==> src/rtl/jtopl_acc_fifo.sv <==
// Frame accumulator for the OPL operator slot stream: sums carrier and additive-modulator
// outputs over each 18-slot frame, then saturates and queues the result in a 2-deep FIFO.
module jtopl_acc_fifo #(
   parameter int ACCW = 18,
   parameter int OUTW = 16
) (
   input  logic                   clk,
   input  logic                   rst_n,
   input  logic                   cenop,
   input  logic                   zero,
   input  logic signed [12:0]     op_result,
   input  logic                   op_out,
   input  logic                   con_out,
   output logic signed [OUTW-1:0] out_data,
   output logic                   out_valid,
   input  logic                   out_ready,
   output logic                   clip,
   output logic                   ovf
);

   logic signed [ACCW-1:0] acc;
   logic signed [ACCW-1:0] contrib;
   logic                   primed;
   logic                   fits;
   logic signed [OUTW-1:0] sat_val;
   logic                   push_req;
   logic                   push_ok;
   logic                   pop;
   logic                   full;
   logic signed [OUTW-1:0] mem [2];
   logic                   wr_ptr;
   logic                   rd_ptr;
   logic [1:0]             count;
   logic [1:0]             count_next;

   always_comb begin
      contrib = '0;
      if (op_out || con_out)
         contrib = {{(ACCW-13){op_result[12]}}, op_result};
   end

   // The sum fits in OUTW bits when every bit above the output sign bit equals the sign.
   always_comb begin
      fits = (acc[ACCW-1:OUTW-1] == {(ACCW-OUTW+1){acc[ACCW-1]}});
      if (fits)
         sat_val = acc[OUTW-1:0];
      else if (acc[ACCW-1])
         sat_val = {1'b1, {(OUTW-1){1'b0}}};
      else
         sat_val = {1'b0, {(OUTW-1){1'b1}}};
   end

   assign out_valid = (count != 2'd0);
   assign full      = (count == 2'd2);
   assign pop       = out_valid && out_ready;
   assign push_req  = cenop && zero && primed;
   assign push_ok   = push_req && (!full || pop);
   assign out_data  = mem[rd_ptr];

   always_ff @(posedge clk or negedge rst_n) begin
      if (!rst_n) begin
         acc    <= '0;
         primed <= 1'b0;
      end else if (cenop) begin
         if (zero) begin
            acc    <= contrib;
            primed <= 1'b1;
         end else begin
            acc <= acc + contrib;
         end
      end
   end

   always_ff @(posedge clk or negedge rst_n) begin
      if (!rst_n) begin
         clip <= 1'b0;
         ovf  <= 1'b0;
      end else begin
         clip <= push_req && !fits;
         if (push_req && full && !pop)
            ovf <= 1'b1;
      end
   end

   always_comb begin
      case ({push_ok, pop})
         2'b10:   count_next = count + 2'd1;
         2'b01:   count_next = count - 2'd1;
         default: count_next = count;
      endcase
   end

   always_ff @(posedge clk or negedge rst_n) begin
      if (!rst_n) begin
         wr_ptr <= 1'b0;
         rd_ptr <= 1'b0;
         count  <= 2'd0;
      end else begin
         if (push_ok)
            wr_ptr <= !wr_ptr;
         if (pop)
            rd_ptr <= !rd_ptr;
         count <= count_next;
      end
   end

   // When full, wr_ptr equals rd_ptr: a simultaneous push overwrites the entry leaving on this edge.
   for (genvar gi = 0; gi < 2; gi++) begin : g_mem
      always_ff @(posedge clk or negedge rst_n) begin
         if (!rst_n)
            mem[gi] <= '0;
         else if (push_ok && (wr_ptr == 1'(gi)))
            mem[gi] <= sat_val;
      end
   end

endmodule
==> config.mk <==
export PLATFORM = sky130hd
export DESIGN_NAME = jtopl_acc_fifo
export DESIGN_NICKNAME = d
export VERILOG_FILES = /design/src/rtl/jtopl_acc_fifo.sv
export SDC_FILE = /design/constraint.sdc
export NUM_CORES = 1
export LEC_CHECK = 0
export BUFFER_PORTS_ARGS = -buffer_cell sky130_fd_sc_hd__buf_4
export CAP_MARGIN = 20
export CORE_AREA = 3 3 73 89
export CTS_CLUSTER_DIAMETER = 150
export DETAILED_ROUTE_END_ITERATION = 6
export DIE_AREA = 0 0 76 92
export PLACE_DENSITY = 0.8
export SKIP_CTS_REPAIR_TIMING = 1
export SLEW_MARGIN = 20
export SYNTH_ARGS = -nofsm -noshare
export SYNTH_HDL_FRONTEND = slang
export SYNTH_SLANG_ARGS = --single-unit
==> constraint.sdc <==
create_clock -name clk -period 6.1 [get_ports clk]
set_input_delay 1.525 -clock clk [delete_from_list [all_inputs] [get_ports clk]]
set_output_delay 1.525 -clock clk [all_outputs]
set_load 0.01 [all_outputs]
==> impl_metrics.env <==
export IMPL_routed_via_density=5.66
export IMPL_fp_dieH_um=92
export IMPL_place_area_mm2=0.00372
export IMPL_netlist_instances=366
export IMPL_timing_worst_setup_path_type="input pin to register"
export IMPL_first_iter_violations=80
export IMPL_path_cells="buf_4 > or2_2 > and2_1 > ha_1 > fa_1 > a21oi_1 > o22ai_1 > or4_1 > and2_1 > a221oi_2 > xor2_1 > o221ai_1"
export IMPL_vdd_ir_drop_max_mv=0.208
export IMPL_seq_power_share=0.346
export IMPL_finalWirelength_mm=7.15
export IMPL_cp_max_fo=13
export IMPL_globalRoute_totalOverflow=0
export IMPL_sw_share=0.366
export IMPL_synth_async_sr_flop_share=1.00
export IMPL_synth_top_flop_cell="sky130_fd_sc_hd__dfrtp_1"
export IMPL_synthesis_nets=405
export IMPL_fin_hold_ws_ns=0.471
export IMPL_n_fill_cell=441
export IMPL_share_of_synthesized_area_occupied_by_flip_flops_and_latches=0.420
export IMPL_grt_first_pass_wirelength_mm=12.5
export IMPL_synthDominantCellAreaShare=0.420
export IMPL_critPathLaunchType="input pin"
export IMPL_rsz_0062_raised_after_global_routing="no"
export IMPL_postRouteAntennaNets=0
export IMPL_final_seq_area_mm2=0.00143
export IMPL_ctsRootBufferMaster="sky130_fd_sc_hd__clkbuf_8"
export IMPL_drt_pass1_iter_count=5
export IMPL_yosys_warnings=0
export IMPL_layout_common_cells="sky130_fd_sc_hd__dfrtp_1 (57), sky130_fd_sc_hd__a21oi_1 (47), sky130_fd_sc_hd__buf_4 (39)"
export IMPL_clk_transition_reported_paths_ns=0.06
export IMPL_max_slew_violation_count=0
export IMPL_global_router_s_overall_resource_usage=0.221
export IMPL_timing_hold_violations_final=0
export IMPL_die_w_um=76
export IMPL_leakagePower_uw=0.00175
export IMPL_clockBufferDepth=2
export IMPL_internal_dissipation_uw=1190
export IMPL_timing_critical_path_mode_cell="sky130_fd_sc_hd__and2_1"
export IMPL_design_core_area_mm2=0.00567
export IMPL_critical_path_max_stage_delay_ns=0.45
export IMPL_std_cell_rows=30
export IMPL_crit_path_start="con_out"
export IMPL_cts_tree="done"
export IMPL_place_detailed_hpwl_mm=5.07
export IMPL_p_sw_uw=687
export IMPL_element_type_at_the_critical_path_end="register"
export IMPL_avgRoutedWirePerCell_um=14.8
export IMPL_crit_reg2reg_launch="acc[0]$_DFFE_PN0P_"
export IMPL_setup_viol=0
export IMPL_synthTopCellsByArea="sky130_fd_sc_hd__dfrtp_1 (42%), sky130_fd_sc_hd__a21oi_1 (7.1%), sky130_fd_sc_hd__ha_1 (6.6%)"
export IMPL_starting_density=0.599
export IMPL_post_synth_cell_area_avg_um2=9.28
export IMPL_antenna_found_initial=0
export IMPL_utilization=0.695
export IMPL_finalWeightedCongestion=0.852
export IMPL_num_nets_final=437
export IMPL_grt_pass1_vias=2723
export IMPL_clkLatencyLatePin_ns=0.33
export IMPL_area_growth_pct=16.0
export IMPL_die_area_mm2=0.00699
export IMPL_detailroute_via_count=2729
export IMPL_layout_cell_area_non_filler_mm2=0.00394
export IMPL_cts_buffers=9
export IMPL_cap_viol_max_count=0
export IMPL_setup_tns_ns=0
export IMPL_h_tree_depth=3
export IMPL_num_io_pins=39
export IMPL_min_period_ns=4.17
export IMPL_synth_seq_cells=57
export IMPL_critPathSlowestCell="sky130_fd_sc_hd__or4_1"
export IMPL_status="finished, final reports clean"
export IMPL_cp_arrival_ns=4.35
export IMPL_num_antenna_cells=0
export IMPL_portion_of_total_power_attributed_to_combinational_logic=0.451
export IMPL_min_delay_path_class="register to register"
export IMPL_drive_gt1_frac=0.199
export IMPL_remaining_drc_errors=0
export IMPL_total_power_per_unit_cell_area_mw_per_mm2=476
export IMPL_fmax_ghz=0.240
export IMPL_multiInputGateArea_mm2=0.00186
export IMPL_port_buffers=38
export IMPL_top_cell_type_by_total_area_after_synthesis="sky130_fd_sc_hd__dfrtp_1"
export IMPL_clk_sink_count=57
export IMPL_critPathTopFamily="simple AND/OR/NAND/NOR gates"
export IMPL_relSlewSlack=0.363
export IMPL_cp_required_ns=6.29
export IMPL_maximum_number_of_pins_on_one_net_before_global_route_repair=58
export IMPL_hp_start="ovf$_DFFE_PN0P_"
export IMPL_syn_cell_area_mm2=0.00340
export IMPL_tightestPinTransition_ns=0.950
export IMPL_post_route_period_util=0.683
export IMPL_finalClockSkew_ns=0.00730
export IMPL_mostFrequentLayoutCell="sky130_fd_sc_hd__dfrtp_1"
export IMPL_clkPwrFrac=0.202
export IMPL_synth_enable_flop_cells=0
export IMPL_cp_buffers_inverters=1
export IMPL_yosys_cell_types_count=47
-- through the flow --
stage,worst slack [ns],power [µW],cells
3_5_place_dp,1.60,1490,467
3_3_place_gp,1.68,1460,467
4_1_cts,1.94,1890,482
6_report,1.93,1880,482
5_1_grt,1.76,2020,482
2_1_floorplan,1.86,1220,366
-- final timing paths --
| path | cells after the start | end | slack (ns) |
|---|---|---|---|
| min | 1 | ovf$_DFFE_PN0P_ | 0.47 |
| max | 12 | acc[16]$_DFFE_PN0P_ | 1.93 |
| min reg2reg | 1 | ovf$_DFFE_PN0P_ | 0.47 |
| max in group asynchronous | 1 | mem[20]$_DFFE_PN0P_ | 4.37 |
| max reg2reg | 9 | acc[16]$_DFFE_PN0P_ | 3.35 |
| min in group asynchronous | 1 | rd_ptr$_DFFE_PN0P_ | 1.25 |
-- power by group through the flow --
stage	sequential [µW]	clock [µW]	combinational (µW)
after global routing	670	405	943
after CTS	650	386	850
after global placement	645	0	818
final	650	379	847
after detailed placement	653	0	841
after floorplan	603	0	619
-- layer usage --
metal  up-vias  routed length (µm)  part of all wire  GRT usage
li1       1371                   -                 -          -
met1      1287                3290              0.46      0.290
met2        66                3520              0.49      0.359
met3         5                 278             0.039     0.0530
met4         0                  61            0.0085     0.0770
met5         -                   0                 0          0
-- worst register-to-register path, cell delays in order, from the launching register on --
cell                       delay, ns
sky130_fd_sc_hd__dfrtp_1        0.42
sky130_fd_sc_hd__ha_1           0.24
sky130_fd_sc_hd__fa_1           0.41
sky130_fd_sc_hd__a21oi_1        0.21
sky130_fd_sc_hd__o22ai_1        0.15
sky130_fd_sc_hd__or4_1          0.45
sky130_fd_sc_hd__and2_1         0.17
sky130_fd_sc_hd__a221oi_2       0.25
sky130_fd_sc_hd__xor2_1         0.18
sky130_fd_sc_hd__o221ai_1       0.12
-- cell families (layout without fill, tap and decap cells) --
kind of cell / after synthesis / count (layout) / share of synthesized area
fa+ha+maj: 19 / 19 / 0.0722
simple gates: 106 / 106 / 0.151
flops: 57 / 57 / 0.420
compound gates: 115 / 115 / 0.209
mux: 21 / 21 / 0.0685
xor+xnor: 18 / 18 / 0.0464
buf+inv: 30 / 66 / 0.0332
-- layout make-up --
cell class              instances  area share
repair buffers                 39      0.0744
flip-flops and latches         57       0.362
clock buffers                  12      0.0369
inverters                      12      0.0114
multi-input cells             279       0.473
well taps                      80      0.0254
clock inverters                 3      0.0165
-- sequential cells by signal (all words and copies together) (netlist names) --
register,cells
mem,32
primed,1
wr_ptr,1
count,2
acc,18
rd_ptr,1
ovf,1
clip,1
-- synth_stat cells (all sizes together), types with 2 or more instances --
master	number
o211ai	6
nand3	6
nor3	2
xnor2	10
ha	18
and3	2
mux2i	3
nand2b	3
a31oi	6
xor2	8
mux2	18
nor2	32
nand2	29
or2	2
o21a	5
a21oi	49
clkbuf	18
or4	2
dfrtp	57
o21ai	27
nor2b	7
inv	12
nor3b	2
o221ai	5
and2	15
a21o	5
(Power assumes the default switching activity.)
